[src/rtl/ps2_pkg.sv]
// Shared types and constants for the PS/2 device-to-host receiver.
`timescale 1ns/1ps
package ps2_pkg;

    typedef enum logic [1:0] {
        IDLE,
        DATA,
        PARITY,
        STOP
    } ps2_state_t;

    localparam int DATA_BITS = 8;

    localparam logic [1:0] ERR_PARITY = 2'b01;
    localparam logic [1:0] ERR_STOP   = 2'b10;

    // Error code for a completed frame; odd parity means data plus parity bit has an odd number of ones.
    function automatic logic [1:0] frame_err(
        input logic [DATA_BITS-1:0] data,
        input logic                 parity,
        input logic                 stop,
        input logic                 check_parity
    );
        logic [1:0] err;
        err = 2'b00;
        if (check_parity && !(^{data, parity}))
            err = err | ERR_PARITY;
        if (!stop)
            err = err | ERR_STOP;
        return err;
    endfunction

endpackage

[src/rtl/ps2_clk_filter.sv]
// Synchronises the raw PS/2 clock and data, glitch-filters the clock and
// produces a one-cycle strobe on each filtered falling edge.
`timescale 1ns/1ps
module ps2_clk_filter #(
    parameter int SYNC_STAGES = 2,
    parameter int FILTER_LEN  = 8
) (
    input  logic clk,
    input  logic rst,
    input  logic ps2_clk,
    input  logic ps2_data,
    output logic fall,
    output logic data_sync
);

    localparam int CNT_W = (FILTER_LEN > 1) ? $clog2(FILTER_LEN) : 1;

    logic [SYNC_STAGES-1:0] clk_chain;
    logic [SYNC_STAGES-1:0] data_chain;
    logic                   clk_synced;
    logic                   clk_filt;
    logic [CNT_W-1:0]       run_cnt;

    assign clk_synced = clk_chain[SYNC_STAGES-1];
    assign data_sync  = data_chain[SYNC_STAGES-1];

    always_ff @(posedge clk or posedge rst) begin
        if (rst) begin
            clk_chain  <= '1;
            data_chain <= '1;
        end else begin
            clk_chain  <= {clk_chain[SYNC_STAGES-2:0], ps2_clk};
            data_chain <= {data_chain[SYNC_STAGES-2:0], ps2_data};
        end
    end

    // run_cnt counts consecutive samples that disagree with the filtered level;
    // any agreeing sample restarts the run, so short glitches never get through.
    always_ff @(posedge clk or posedge rst) begin
        if (rst) begin
            clk_filt <= 1'b1;
            run_cnt  <= '0;
            fall     <= 1'b0;
        end else begin
            fall <= 1'b0;
            if (clk_synced == clk_filt) begin
                run_cnt <= '0;
            end else if (run_cnt == CNT_W'(FILTER_LEN - 1)) begin
                clk_filt <= clk_synced;
                run_cnt  <= '0;
                fall     <= ~clk_synced;
            end else begin
                run_cnt <= run_cnt + CNT_W'(1);
            end
        end
    end

endmodule

[src/rtl/ps2_rx_fifo.sv]
// PS/2 device-to-host frame receiver with parity/stop checking, stall timeout
// and a first-word-fall-through byte FIFO carrying per-byte error codes.
`timescale 1ns/1ps
module ps2_rx_fifo
    import ps2_pkg::*;
#(
    parameter int SYNC_STAGES    = 2,
    parameter int FILTER_LEN     = 8,
    parameter int TIMEOUT_CYCLES = 10000,
    parameter int FIFO_DEPTH     = 4,
    parameter int CHECK_PARITY   = 1
) (
    input  logic                         CLK,
    input  logic                         RESET,
    input  logic                         CLK_MOUSE_IN,
    input  logic                         DATA_MOUSE_IN,
    input  logic                         READ_ENABLE,
    input  logic                         POP,
    output logic [7:0]                   BYTE_READ,
    output logic [1:0]                   BYTE_ERROR_CODE,
    output logic                         BYTE_VALID,
    output logic [$clog2(FIFO_DEPTH):0]  FIFO_COUNT,
    output logic                         OVERFLOW,
    output logic                         TIMEOUT
);

    localparam int PTR_W  = $clog2(FIFO_DEPTH);
    localparam int CNT_W  = PTR_W + 1;
    localparam int IDLE_W = $clog2(TIMEOUT_CYCLES + 1);
    localparam int BIT_W  = $clog2(DATA_BITS);

    logic fall;
    logic data_s;

    ps2_clk_filter #(
        .SYNC_STAGES (SYNC_STAGES),
        .FILTER_LEN  (FILTER_LEN)
    ) u_clk_filter (
        .clk       (CLK),
        .rst       (RESET),
        .ps2_clk   (CLK_MOUSE_IN),
        .ps2_data  (DATA_MOUSE_IN),
        .fall      (fall),
        .data_sync (data_s)
    );

    ps2_state_t           state;
    logic [BIT_W-1:0]     bit_cnt;
    logic [IDLE_W-1:0]    idle_cnt;
    logic [DATA_BITS-1:0] shreg;
    logic                 parity_bit;
    logic                 push_req;
    logic [DATA_BITS-1:0] push_data;
    logic [1:0]           push_err;

    // Deframing control: advances only on filtered falling edges.
    always_ff @(posedge CLK or posedge RESET) begin
        if (RESET) begin
            state    <= IDLE;
            bit_cnt  <= '0;
            idle_cnt <= '0;
            push_req <= 1'b0;
            TIMEOUT  <= 1'b0;
        end else begin
            push_req <= 1'b0;
            TIMEOUT  <= 1'b0;
            if (!READ_ENABLE) begin
                state    <= IDLE;
                idle_cnt <= '0;
            end else if (fall) begin
                idle_cnt <= '0;
                unique case (state)
                    IDLE: begin
                        if (!data_s) begin
                            state   <= DATA;
                            bit_cnt <= '0;
                        end
                    end
                    DATA: begin
                        if (bit_cnt == BIT_W'(DATA_BITS - 1))
                            state <= PARITY;
                        else
                            bit_cnt <= bit_cnt + BIT_W'(1);
                    end
                    PARITY: state <= STOP;
                    STOP: begin
                        state    <= IDLE;
                        push_req <= 1'b1;
                    end
                    default: state <= IDLE;
                endcase
            end else if (state != IDLE) begin
                if (idle_cnt == IDLE_W'(TIMEOUT_CYCLES - 1)) begin
                    state    <= IDLE;
                    idle_cnt <= '0;
                    TIMEOUT  <= 1'b1;
                end else begin
                    idle_cnt <= idle_cnt + IDLE_W'(1);
                end
            end else begin
                idle_cnt <= '0;
            end
        end
    end

    // Frame payload; qualified by the control path so it needs no reset.
    always_ff @(posedge CLK) begin
        if (fall && READ_ENABLE) begin
            unique case (state)
                DATA:   shreg[bit_cnt] <= data_s;
                PARITY: parity_bit     <= data_s;
                STOP: begin
                    push_data <= shreg;
                    push_err  <= frame_err(shreg, parity_bit, data_s, CHECK_PARITY != 0);
                end
                default: ;
            endcase
        end
    end

    logic [7:0]       mem_data [FIFO_DEPTH];
    logic [1:0]       mem_err  [FIFO_DEPTH];
    logic [PTR_W-1:0] wr_ptr;
    logic [PTR_W-1:0] rd_ptr;
    logic [CNT_W-1:0] count;
    logic [7:0]       last_data;
    logic [1:0]       last_err;
    logic             full;
    logic             do_pop;
    logic             do_push;

    assign full    = (count == CNT_W'(FIFO_DEPTH));
    assign do_pop  = POP && (count != '0);
    assign do_push = push_req && (!full || do_pop);

    // FIFO bookkeeping; last_* keep the most recently popped head visible when empty.
    always_ff @(posedge CLK or posedge RESET) begin
        if (RESET) begin
            wr_ptr    <= '0;
            rd_ptr    <= '0;
            count     <= '0;
            OVERFLOW  <= 1'b0;
            last_data <= '0;
            last_err  <= '0;
        end else begin
            OVERFLOW <= push_req && full && !do_pop;
            if (do_push)
                wr_ptr <= wr_ptr + PTR_W'(1);
            if (do_pop) begin
                rd_ptr    <= rd_ptr + PTR_W'(1);
                last_data <= mem_data[rd_ptr];
                last_err  <= mem_err[rd_ptr];
            end
            unique case ({do_push, do_pop})
                2'b10:   count <= count + CNT_W'(1);
                2'b01:   count <= count - CNT_W'(1);
                default: count <= count;
            endcase
        end
    end

    always_ff @(posedge CLK) begin
        if (do_push) begin
            mem_data[wr_ptr] <= push_data;
            mem_err[wr_ptr]  <= push_err;
        end
    end

    assign BYTE_VALID      = (count != '0);
    assign BYTE_READ       = BYTE_VALID ? mem_data[rd_ptr] : last_data;
    assign BYTE_ERROR_CODE = BYTE_VALID ? mem_err[rd_ptr]  : last_err;
    assign FIFO_COUNT      = count;

endmodule

[config.mk]
export PLATFORM = sky130hd
export DESIGN_NAME = ps2_rx_fifo
export DESIGN_NICKNAME = d
export VERILOG_FILES = /design/src/rtl/ps2_pkg.sv /design/src/rtl/ps2_clk_filter.sv /design/src/rtl/ps2_rx_fifo.sv
export SDC_FILE = /design/constraint.sdc
export NUM_CORES = 1
export LEC_CHECK = 0
export BUFFER_PORTS_ARGS = -buffer_cell sky130_fd_sc_hd__buf_2
export CORE_ASPECT_RATIO = 1.75
export CORE_MARGIN = 3
export CORE_UTILIZATION = 55
export DETAILED_ROUTE_END_ITERATION = 12
export HOLD_SLACK_MARGIN = 0.06
export PLACE_DENSITY = 0.86
export SETUP_SLACK_MARGIN = 0.4
export SYNTH_ARGS = -nofsm -noshare
export SYNTH_HDL_FRONTEND = slang
export SYNTH_SLANG_ARGS = --single-unit
[constraint.sdc]
create_clock -name CLK -period 1.72 [get_ports CLK]
set_input_delay 0.258 -clock CLK [delete_from_list [all_inputs] [get_ports CLK]]
set_output_delay 0.258 -clock CLK [all_outputs]
set_load 0.01 [all_outputs]
==> flow_summary.ini <==
[routing]
vias = 2772
maxUsedRoutingLayer = met4
drt-initial-drc-count = 164
vias_per_cell = 5.92
wl_um = 9860
dr.pass1.iters = 4
wl_per_cell_um = 21.1
wl_met1_um = 3350
antenna_left = 0
route.met2.wl_um = 5660
route.met3.wl_um = 329
route.detailed.drc = 0

[floorplan]
die_h_um = 126
die_w_um = 74.6
dieArea_sq_um = 9410
row_count = 43
fp.coreArea_sq_um = 7960
ios = 22
start_util = 0.569

[power]
clockPowerShare = 0.250
vdd_drop_max_mv = 0.920
seqPwrFrac = 0.397
share_comb_of_total_power = 0.352
switchingPower_w = 0.00216
cellPowerDensity_nw_per_um2 = 1310
internal-power_w = 0.00570
leakagePower_nw = 2.40
p_sw_frac = 0.275

[setup_path]
path_class = flip-flop to primary output
crit_start = rd_ptr[0]$_DFFE_PP0N_
critPathArrivalTime_ps = 1870
worstPathRequired_ps = 1460
critPathLaunchType = flip-flop
r2r-start = FIFO_COUNT[2]$_DFFE_PP0P_
endpoint = BYTE_READ[1]
rr_endpoint = FIFO_COUNT[1]$_DFFE_PP0P_
critPathCaptureType = primary output
regToRegSetupSlack_ps = -10
reg2reg_depth = 5
cp_max_fo = 5

[grt]
grt_max_degree = 27
grt_usage = 0.217
grt_pass1_wl_um = 14800
antenna_found_initial = 0
grt.overflow.total = 0
grt_pass1_vias = 2895

[synthesis]
synth_ff_type = edfxtp_1
postSynthCellCount = 296
synth_edf_count = 59
ys_seq_elements = 107
yosysUniqueCellTypes = 41
seq_area_frac_synth = 0.657
synthArstFlopShare = 0.449
syn_nets = 317
avgSynthCellArea_sq_um = 15.3
netlist_area_sq_um = 4530
yosysWarnings = 0

[timing]
max_slew.worst_pin.slew_ps = 531
hold_violations = 0
period_share = 1.24
final-max-slew-violation-count = 0
whs_ps = 258
timing.final.ws_setup_ps = -406
rsz0062_at_grt = yes
fin_skew_ps = 6.77
fmax_mhz = 470
min_period_ps = 2130
slew_headroom = 0.645
setup_violations = 12

[placed_design]
io_buffer_count = 21
detailed_place_hpwl_um = 5220
gp_congestion = 0.772

[clock_tree]
numCtsBuffers = 9
clk_pin_slew_ps = 70
root_buffer = clkbuf_16
cts_num_sinks = 107
cts_tree = done
htreeDepth = 3
clk_latency_ps = 350
cts.path.max_buffers = 2

[layout]
final_core_util = 0.753
diodes = 0
final_cell_mix = 59 x edfxtp_1, 37 x dfrtp_1, 28 x buf_6
drive_gt1_frac = 0.487
num-nets-final = 394
synthToLayoutAreaGrowth_pct = 32.1
final_common_cell = edfxtp_1

[min_path]
holdCritPathClass = input pin to flip-flop

[outcome]
violations = negative setup slack
status = complete, but fails checks

[job]
maxCapViolCount = 0
area by class of cell:
class,instances,area (sq um)
inverter,14,56.3
sequential,107,2990
clock buffer,9,225
multi-input combinational,173,1820
fill,425,1970
clock inverter,7,61.3
tap,90,113
timing repair buffer,68,728
kinds of logic (layout without fill, tap and decap cells):
| logic type | Yosys count | after routing | synth area share |
|---|---|---|---|
| AO/OA/AOI/OAI | 9 | 9 | 0.0196 |
| XOR/XNOR | 26 | 26 | 0.0502 |
| adder cells (fa/ha/maj) | 15 | 15 | 0.0430 |
| buffers and inverters | 22 | 98 | 0.0215 |
| flip-flops | 107 | 107 | 0.657 |
| multiplexers | 35 | 35 | 0.111 |
| AND/OR/NAND/NOR | 82 | 88 | 0.0977 |
synth_stat cells, types with 2 or more instances:
cell type,count,area (sq um)
edfxtp_1,59,1770
dfrtp_1,43,1080
nor2_1,23,86.3
mux2_2,22,248
xnor2_1,18,158
ha_1,14,175
inv_1,14,52.6
nand2_1,11,41.3
mux4_2,10,225
nand4_1,10,62.6
and2_1,8,50.1
xor2_1,8,70.1
and3_1,7,43.8
dfstp_2,5,131
nand3_1,5,25.0
nor3_1,5,25.0
buf_2,3,15.0
clkbuf_1,3,11.3
mux2i_1,3,30.0
nor2b_1,2,12.5
nor4_1,2,12.5
o21ai_0,2,10.0
timing repair:
action	CTS	global route
setup endpoints to repair	104	110
resized for setup	74	27
pin swaps	23	9
endpoints found under the hold margin	19	0
hold buffers	3	0
gates cloned	8	1
setup buffers	22	6
worst min-delay path by stage:
stage                  from                                  end  slack, ps  cells past startpoint
5_1_grt                 POP                rd_ptr[1]$_DFFE_PP0N_        280                      3
2_1_floorplan  CLK_MOUSE_IN  u_clk_filter.clk_chain[0]$_DFF_PP1_        260                      0
3_5_place_dp          RESET               idle_cnt[12]$_DFF_PP0_        330                      2
4_1_cts         READ_ENABLE                    TIMEOUT$_DFF_PP0_        240                      3
3_3_place_gp          RESET               idle_cnt[12]$_DFF_PP0_        310                      2
6_report                POP                rd_ptr[1]$_DFFE_PP0N_        260                      3
registers in the layout (all words and copies together) (netlist names), 2 cells and up:
signal                   flops
FIFO_COUNT                   3
bit_cnt                      3
idle_cnt                    14
last_data                    8
last_err                     2
mem_data                    32
mem_err                      8
push_data                    8
push_err                     2
rd_ptr                       2
shreg                        8
state                        2
u_clk_filter.clk_chain       2
u_clk_filter.data_chain      2
u_clk_filter.run_cnt         3
wr_ptr                       2
metal layers:
metal | up-vias | GRT usage
li1 | 1238 | -
met1 | 1410 | 0.215
met2 | 90 | 0.402
met3 | 34 | 0.0551
met4 | 0 | 0.0996
met5 | - | 0
power groups by stage:
stage,combinational [W],sequential (W),clock (W)
floorplan,0.00119,0.00315,0
global placement,0.00163,0.00316,0
detailed placement,0.00170,0.00318,0
CTS,0.00254,0.00309,0.00200
global route,0.00296,0.00315,0.00212
finish,0.00277,0.00312,0.00197
critical path: stages (launching register included):
cell	delay [ps]
dfrtp_2	420
clkbuf_16	170
mux4_2	510
mux2_4	290
buf_6	120
metrics by stage:
stage	cell area [sq um]	setup WS, ps	setup TNS (ps)	total power [W]	cells
2_1_floorplan	4640	56.7	0	0.00435	296
3_5_place_dp	4950	-2.98	-4.11	0.00488	412
4_1_cts	5840	-370	-3590	0.00763	461
6_report	5990	-406	-4000	0.00787	468
3_3_place_gp	4950	25.5	0	0.00479	412
5_1_grt	5990	-434	-4670	0.00823	468
No activity file was read; power rests on OpenSTA's default activity.
